`src/rtl/line_clear_ctrl.sv`:
```
// Line-clear sequencer for the 20x10 playfield store: drops full rows, compacts the rest downward, zero-fills the top.
// Optional LINE_CLEAR_SCORE_EN adds a saturating score accumulator output.
module line_clear_ctrl #(
    parameter int ROWS   = 20,
    parameter int COLS   = 10,
    parameter int CELL_W = 3,
    parameter int RW     = $clog2(ROWS)
) (
    input  logic                   clk,
    input  logic                   reset_n,
    input  logic                   start,
    output logic                   busy,
    output logic                   done,
    output logic [RW-1:0]          lines_cleared,
    output logic [RW-1:0]          rd_row,
    input  logic [COLS*CELL_W-1:0] rd_data,
    output logic                   wr_en,
    output logic [RW-1:0]          wr_row,
    output logic [COLS*CELL_W-1:0] wr_data
`ifdef LINE_CLEAR_SCORE_EN
    ,
    output logic [19:0]            score
`endif
);

    typedef enum logic [2:0] {IDLE, RD, EVAL, FILL, DONE} state_t;

    localparam logic [RW-1:0] LAST = RW'(ROWS - 1);

    state_t        state, state_n;
    logic [RW-1:0] src, dst, cnt, cnt_nxt;
    logic          full;

    always_comb begin
        full = 1'b1;
        for (int c = 0; c < COLS; c++)
            if (rd_data[c*CELL_W +: CELL_W] == '0) full = 1'b0;
    end

    assign cnt_nxt = cnt + RW'(full);

    // Write port is a Moore output of EVAL/FILL; rd_data feeds straight through on a move.
    always_comb begin
        state_n = state;
        wr_en   = 1'b0;
        wr_row  = '0;
        wr_data = '0;
        case (state)
            IDLE: if (start) state_n = RD;
            RD:   state_n = EVAL;
            EVAL: begin
                if (!full && src != dst) begin
                    wr_en   = 1'b1;
                    wr_row  = dst;
                    wr_data = rd_data;
                end
                if (src == '0) state_n = (cnt_nxt != '0) ? FILL : DONE;
                else           state_n = RD;
            end
            FILL: begin
                wr_en  = 1'b1;
                wr_row = dst;
                if (dst == '0) state_n = DONE;
            end
            DONE:    state_n = IDLE;
            default: state_n = IDLE;
        endcase
    end

`ifdef LINE_CLEAR_SCORE_EN
    logic [19:0] score_inc;
    logic [20:0] score_sum;

    always_comb begin
        case (cnt)
            RW'(0):  score_inc = 20'd0;
            RW'(1):  score_inc = 20'd40;
            RW'(2):  score_inc = 20'd100;
            RW'(3):  score_inc = 20'd300;
            default: score_inc = 20'd1200;
        endcase
    end

    assign score_sum = {1'b0, score} + {1'b0, score_inc};

    always_ff @(posedge clk or negedge reset_n) begin
        if (!reset_n)
            score <= '0;
        else if (state == DONE)
            score <= score_sum[20] ? 20'hFFFFF : score_sum[19:0];
    end
`endif

    always_ff @(posedge clk or negedge reset_n) begin
        if (!reset_n) begin
            state         <= IDLE;
            busy          <= 1'b0;
            done          <= 1'b0;
            lines_cleared <= '0;
            rd_row        <= '0;
            src           <= LAST;
            dst           <= LAST;
            cnt           <= '0;
        end else begin
            state <= state_n;
            busy  <= (state_n != IDLE);
            done  <= (state_n == DONE);
            case (state)
                IDLE: if (start) begin
                    src    <= LAST;
                    dst    <= LAST;
                    cnt    <= '0;
                    rd_row <= LAST;
                end
                EVAL: begin
                    cnt <= cnt_nxt;
                    if (!full) dst <= dst - 1'b1;
                    if (src != '0) begin
                        src    <= src - 1'b1;
                        rd_row <= src - 1'b1;
                    end
                end
                FILL:    if (dst != '0) dst <= dst - 1'b1;
                DONE:    lines_cleared <= cnt;
                default: ;
            endcase
        end
    end

endmodule

```
`config.mk`:
```
export PLATFORM = sky130hd
export DESIGN_NAME = line_clear_ctrl
export DESIGN_NICKNAME = d
export VERILOG_FILES = /design/src/rtl/line_clear_ctrl.sv
export SDC_FILE = /design/constraint.sdc
export NUM_CORES = 1
export LEC_CHECK = 0
export ABC_AREA = 1
export CAP_MARGIN = 20
export CORE_ASPECT_RATIO = 0.8
export CORE_MARGIN = 3
export CORE_UTILIZATION = 35
export DETAILED_ROUTE_END_ITERATION = 7
export DONT_BUFFER_PORTS = 1
export PLACE_DENSITY_LB_ADDON = 0.08
export SKIP_CTS_REPAIR_TIMING = 1
export SLEW_MARGIN = 20
export SYNTH_ARGS = -nofsm -noshare
export SYNTH_HDL_FRONTEND = slang
export SYNTH_SLANG_ARGS = --single-unit
```
`constraint.sdc`:
```
create_clock -name clk -period 1.69 [get_ports clk]
set_input_delay 0.338 -clock clk [delete_from_list [all_inputs] [get_ports clk]]
set_output_delay 0.338 -clock clk [all_outputs]
set_load 0.02 [all_outputs]
```
# Word-level counts from Yosys, hierarchy flattened
# Index checks and enable logic that the tools add are counted.
# op_classes
add_sub_neg	3
n_eq_ne	10
mux	29
reduce_logical	24
# op_table
op	count
$mux W30	2
$logic_not A3 Y1	11
$mux W5	6
$pmux W5 S2	3
$pmux W5 S3	1
$reduce_bool A5 Y1	3
$mux W3	4
$pmux W3 S4	1
$mux W1	11
$logic_not A5 Y1	2
$sub A5 B1 Y5 const B	2
$ne A2 B2 Y1 const B	4
$eq A3 B2 Y1 const B	2
$eq A3 B3 Y1 const B	2
$reduce_bool A3 Y1	2
$add A5 B1 Y5	1
$ne A5 B5 Y1	1
$reduce_and A4 Y1	1
$eq A3 B1 Y1 const B	1
$reduce_and A3 Y1	1
$pmux W1 S2	1
$reduce_and A2 Y1	1
$reduce_bool A2 Y1	1
$logic_and A1 B1 Y1	1
$logic_not A1 Y1	1
# totals
reg_bits	30
word_cells	74

# Logic depth before layout (Yosys ltp)
# depth
ltp_word	17
mapped_depth	17
mapped_depth_nobuf	17

# Worst setup path before layout
# OpenSTA, ideal clock, no wires.
# synth_timing
path_type	input -> register
startpoint	input rd_data[29]
endpoint	register busy
setup_time_ns	0.131
arrival_ns	1.955
t_required_ns	1.559
path_slack_ns	-0.396
path_stages	12
path_cell_list	nor3_1 > nor2_1 > nand2_1 > inv_1 > ha_1 > ha_1 > nor2_1 > nand3_1 > nor2_1 > nand3_1 > a21oi_1 > nand3_1
# synth_between
elab_chain_len	8
# synth_rtl
element	line_no	text
from (decl)	16	input logic [COLS*CELL_W-1:0] rd_data,
$logic_not A3 Y1	37	if (rd_data[c*CELL_W +: CELL_W] == '0) full = 1'b0;
$mux W1	37	
$add A5 B1 Y5	40	assign cnt_nxt = cnt + RW'(full);
$reduce_bool A5 Y1	57	if (src == '0) state_n = (cnt_nxt != '0) ? FILL : DONE;
$mux W3 (2 in series)	57	
$pmux W3 S4	48	case (state)
$reduce_bool A3 Y1	106	busy <= (state_n != IDLE);
to (signal assigned)	106	
to (decl)	12	output logic busy,
# No other way between the ends.
# A chain may end at the register's enable or synchronous reset.

# Worst setup path in the final report
# layout_timing
startpoint	register dst[4]
endpoint	output wr_data[5]
# layout_between
elab_chain_len	4
# layout_rtl
element	line_no	text
from (decl)	31	logic [RW-1:0] src, dst, cnt, cnt_nxt;
from (signal assigned)	117	if (!full) dst <= dst - 1'b1;
from (signal assigned)	123	FILL: if (dst != '0) dst <= dst - 1'b1;
$ne A5 B5 Y1	52	if (!full && src != dst) begin
$logic_and A1 B1 Y1	52	
$mux W30	52	
$mux W30	48	
to (decl)	19	output logic [COLS*CELL_W-1:0] wr_data
# No other way between the ends.

==> flow_summary.html <==
<table>
<tr><th>Metric</th><th>Value</th></tr>
<tr><th colspan="2">Outcome</th></tr>
<tr><td>Outcome</td><td>finished, violations left</td></tr>
<tr><td>Failing checks</td><td>setup timing</td></tr>
<tr><th colspan="2">Yosys</th></tr>
<tr><td>Share of the synthesized area in the top cell type</td><td>28.41%</td></tr>
<tr><td>Post-synth ARST share</td><td>100.0%</td></tr>
<tr><td>Synthesized netlist cell count</td><td>278</td></tr>
<tr><td>Synth top area cells</td><td>dfrtp_1 28%, inv_1 10%, nand2_1 10%, nor2_1 8.9%, dfstp_2 8.1%</td></tr>
<tr><td>Avg Synthesized Cell Area</td><td>6.972 um2</td></tr>
<tr><td>EDFF count, synth</td><td>0</td></tr>
<tr><td>Count of state elements after synthesis</td><td>28</td></tr>
<tr><td>Main flop type after synthesis</td><td>dfrtp_1</td></tr>
<tr><td>Total nets after synthesis</td><td>315</td></tr>
<tr><td>Library cell with the highest instance count after synthesis</td><td>inv_1</td></tr>
<tr><td>Share of synthesized area occupied by flip-flops and latches</td><td>roughly 37%</td></tr>
<tr><td>Total standard cell area after synthesis</td><td>approximately 1900 um2</td></tr>
<tr><td>Library cell with the largest summed area after synthesis</td><td>dfrtp_1</td></tr>
<tr><td>Most instantiated cells after synthesis</td><td>54 x inv_1, 52 x nand2_1, 46 x nor2_1, 27 x nand3_1, 22 x dfrtp_1</td></tr>
<tr><td>Synthesis warning total</td><td>0</td></tr>
<tr><td>Post-synthesis cell type count</td><td>29</td></tr>
<tr><th colspan="2">Placed design</th></tr>
<tr><td>Worst slack at placement</td><td>-0.2893 ns</td></tr>
<tr><td>Post-DP Area</td><td>2774 um2</td></tr>
<tr><td>Post-detailed-placement half-perimeter wirelength</td><td>around 4300 um</td></tr>
<tr><td>Weighted congestion reported at the end of routability-driven placement</td><td>0.8082</td></tr>
<tr><td>Number of port buffers</td><td>0</td></tr>
<tr><td>Placed Instances</td><td>approximately 410</td></tr>
<tr><th colspan="2">Final layout</th></tr>
<tr><td>Number of nets in the finished design</td><td>398</td></tr>
<tr><td>Non-filler cells, final</td><td>422</td></tr>
<tr><td>Post-route core utilization</td><td>60.87%</td></tr>
<tr><td>Share of post-route cells with drive strength above 1</td><td>59.17%</td></tr>
<tr><td>Design Area, Final</td><td>3153 um2</td></tr>
<tr><td>Area growth, synth to finish</td><td>62.69%</td></tr>
<tr><td>Count of antenna diodes in the layout</td><td>0</td></tr>
<tr><th colspan="2">Floorplan</th></tr>
<tr><td>Die width</td><td>just under 90 um</td></tr>
<tr><td>Number of top-level pins</td><td>81</td></tr>
<tr><td>Area of the core</td><td>roughly 5200 um2</td></tr>
<tr><td>Core Rows</td><td>23</td></tr>
<tr><td>Chip height</td><td>72.56 um</td></tr>
<tr><td>Initial cell density of the core</td><td>37.42%</td></tr>
<tr><td>Area of the die</td><td>6472 um2</td></tr>
<tr><th colspan="2">Global routing</th></tr>
<tr><td>Number of antenna violations at the first check in global routing</td><td>0</td></tr>
<tr><td>Maximum number of pins on one net before global-route repair</td><td>29</td></tr>
<tr><td>Global-route total usage across every layer</td><td>17.25%</td></tr>
<tr><td>Vias in the first global route</td><td>approximately 1,900</td></tr>
<tr><td>Wire length of the first global-routing pass</td><td>8928 um</td></tr>
<tr><td>Remaining Overflow, GRT</td><td>0</td></tr>
<tr><th colspan="2">Clock network</th></tr>
<tr><td>TritonCTS Buffers</td><td>3</td></tr>
<tr><td>Max clock buf depth</td><td>2</td></tr>
<tr><td>Depth of the CTS H-tree</td><td>1</td></tr>
<tr><td>Clock tree from TritonCTS</td><td>built</td></tr>
<tr><td>Master cell of the clock root buffer</td><td>clkbuf_8</td></tr>
<tr><td>Clock sink total</td><td>28</td></tr>
<tr><td>Clock-pin transition on the worst setup and hold timing paths</td><td>around 0.10 ns</td></tr>
<tr><td>Worst-Skew Late Latency</td><td>between 0.2 and 0.3 ns</td></tr>
<tr><th colspan="2">STA</th></tr>
<tr><td>Total of endpoints with negative setup slack in the final report</td><td>36</td></tr>
<tr><td>Final-report hold violation count</td><td>0</td></tr>
<tr><td>Slew at the pin closest to its max-slew limit</td><td>0.3738 ns</td></tr>
<tr><td>Final Max Tran Viols</td><td>0</td></tr>
<tr><td>Normalized max-slew margin</td><td>75.01%</td></tr>
<tr><td>Final setup skew</td><td>0.003992 ns</td></tr>
<tr><td>Unrepaired setup endpoints after global routing</td><td>true</td></tr>
<tr><td>Final worst-path cycle share</td><td>125.1%</td></tr>
<tr><td>Max Fclk</td><td>473.1 MHz</td></tr>
<tr><td>Setup WS post-layout</td><td>-0.4236 ns</td></tr>
<tr><td>Final critical delay including setup and external delays</td><td>2.114 ns</td></tr>
<tr><th colspan="2">Power and ir drop</th></tr>
<tr><td>Total power consumption of the routed design</td><td>5128 uW</td></tr>
<tr><td>Leakage power of the design</td><td>0.001559 uW</td></tr>
<tr><td>Cell area power density</td><td>1626 nW/um2</td></tr>
<tr><td>Maximum VDD drop</td><td>roughly 0.75 mV</td></tr>
<tr><th colspan="2">Worst setup path</th></tr>
<tr><td>Maximum fanout encountered on the critical timing path</td><td>16</td></tr>
<tr><td>Slowest CP cell</td><td>dfstp_2</td></tr>
<tr><td>Crit path required time</td><td>between 1 and 1.5 ns</td></tr>
<tr><td>Startpoint kind of the worst setup timing path</td><td>flip-flop</td></tr>
<tr><td>Crit-path max cell delay</td><td>0.56 ns</td></tr>
<tr><td>Type of the worst setup path</td><td>reg2out</td></tr>
<tr><td>Category of the worst setup path capture point</td><td>output pin</td></tr>
<tr><td>Series of cell instances along the critical path</td><td>xor2_1 -&gt; nor2_1 -&gt; nand3_4 -&gt; nand3_4 -&gt; buf_12 -&gt; nor2_1 -&gt; buf_4</td></tr>
<tr><td>Arrival time at the worst endpoint</td><td>1.78 ns</td></tr>
<tr><td>Worst reg-to-reg setup slack</td><td>0.01 ns</td></tr>
<tr><th colspan="2">Min path</th></tr>
<tr><td>Kind of path behind the tightest hold check</td><td>in2reg</td></tr>
<tr><th colspan="2">Routing</th></tr>
<tr><td>Total vias in the final route</td><td>1,958</td></tr>
<tr><td>Average wire per standard cell</td><td>13.08 um</td></tr>
<tr><td>Drt drc</td><td>0</td></tr>
<tr><td>Antenna-violating nets left</td><td>0</td></tr>
<tr><td>DRT Pass-1 Iters</td><td>4</td></tr>
<tr><td>Drt initial violations</td><td>45</td></tr>
<tr><td>Routed wire length</td><td>5520 um</td></tr>
<tr><td>Routed vias/inst</td><td>around 4.6</td></tr>
<tr><th colspan="2">Job</th></tr>
<tr><td>Maximum capacitance violations</td><td>0</td></tr>
</table>
-- state kept, by name (all words and copies together), names as in the netlist --
| name | flops |
|---|---|
| src | 3 |
| dst | 5 |
| done | 1 |
| busy | 1 |
| state | 3 |
| rd_row | 5 |
| lines_cleared | 5 |
| cnt | 5 |
-- stage by stage --
| step | hold WS, ns | setup TNS, ns |
|---|---|---|
| after detailed placement | 0.04343 | -2.720 |
| final | 0.3493 | -13.63 |
| after CTS | -0.2633 | -13.32 |
| after global placement | 0.04342 | -2.524 |
| after global routing | 0.3708 | -16.81 |
| after floorplan | 0.04241 | -0.9056 |
-- worst max-delay path, delay by kind of cell, from the launching register on --
kind / cells / cell delay (ns)
DFF: 1 / 0.56
xor gates and xnor gates: 1 / 0.16
and+or+nand+nor: 4 / 0.44
buffers and inverters: 2 / 0.33
-- layout make-up --
class / instances / area [um2]
fill: 496 / 2027
timing repair buffer: 86 / 783.3
clock buffer: 4 / 45.04
multi-input combinational: 184 / 1279
inverter: 58 / 260.3
sequential: 28 / 708.2
tap: 62 / 77.57
-- cells by family (layout without fill, tap and decap cells) --
group,after synthesis,after routing,synth area share (%)
buffers and inverters,66,148,15.11
AND/OR/NAND/NOR,143,143,34.41
flip-flops,28,28,36.54
XOR/XNOR,8,8,3.615
AO/OA/AOI/OAI,29,29,7.747
adder cells (fa/ha/maj),4,4,2.582
-- report_power, final --
part           internal (uW)  total (uW)  switching (uW)  leakage (uW)
Sequential               950        1210             264      0.000350
Clock                    169         377             208     0.0000228
Combinational           1560        3540            1970       0.00119
Total                   2680        5130            2450       0.00156
-- routing by layer --
layer  global-route usage (%)  part of all wire, %  up-vias
met5                        0                    0        -
met4                    1.983                 0.27        0
met3                    3.973                  4.7        2
met2                    27.56                   50       36
met1                    24.61                   45      898
li1                         -                    -     1022
-- path summary, 6_finish.rpt --
check	start	end	depth (start not counted)
min in group asynchronous	reset_n	dst[3]	2
max in group asynchronous	reset_n	src[1]	2
setup / recovery	dst[4]	wr_data[5]	7
hold / removal	start	src[4]	2
setup reg to reg	dst[1]	busy	13
hold reg to reg	state[2]	state[1]	3
-- placed cells by master (no fill, tap or decap), drive strengths merged --
| master | netlist | routed |
|---|---|---|
| nor2 | 50 | 50 |
| clkbuf | 0 | 4 |
| a22oi | 1 | 1 |
| dfstp | 6 | 6 |
| dfrtp | 22 | 22 |
| nand3 | 30 | 30 |
| a21oi | 4 | 4 |
| xnor2 | 1 | 1 |
| nor3 | 2 | 2 |
| nand4 | 3 | 3 |
| o22ai | 2 | 2 |
| dlygate4sd3 | 0 | 1 |
| xor2 | 7 | 7 |
| ha | 4 | 4 |
| inv | 58 | 58 |
| buf | 8 | 85 |
| nand2 | 57 | 57 |
| or2 | 1 | 1 |
| o21ai | 22 | 22 |
No activity file was read; power rests on OpenSTA's default activity.
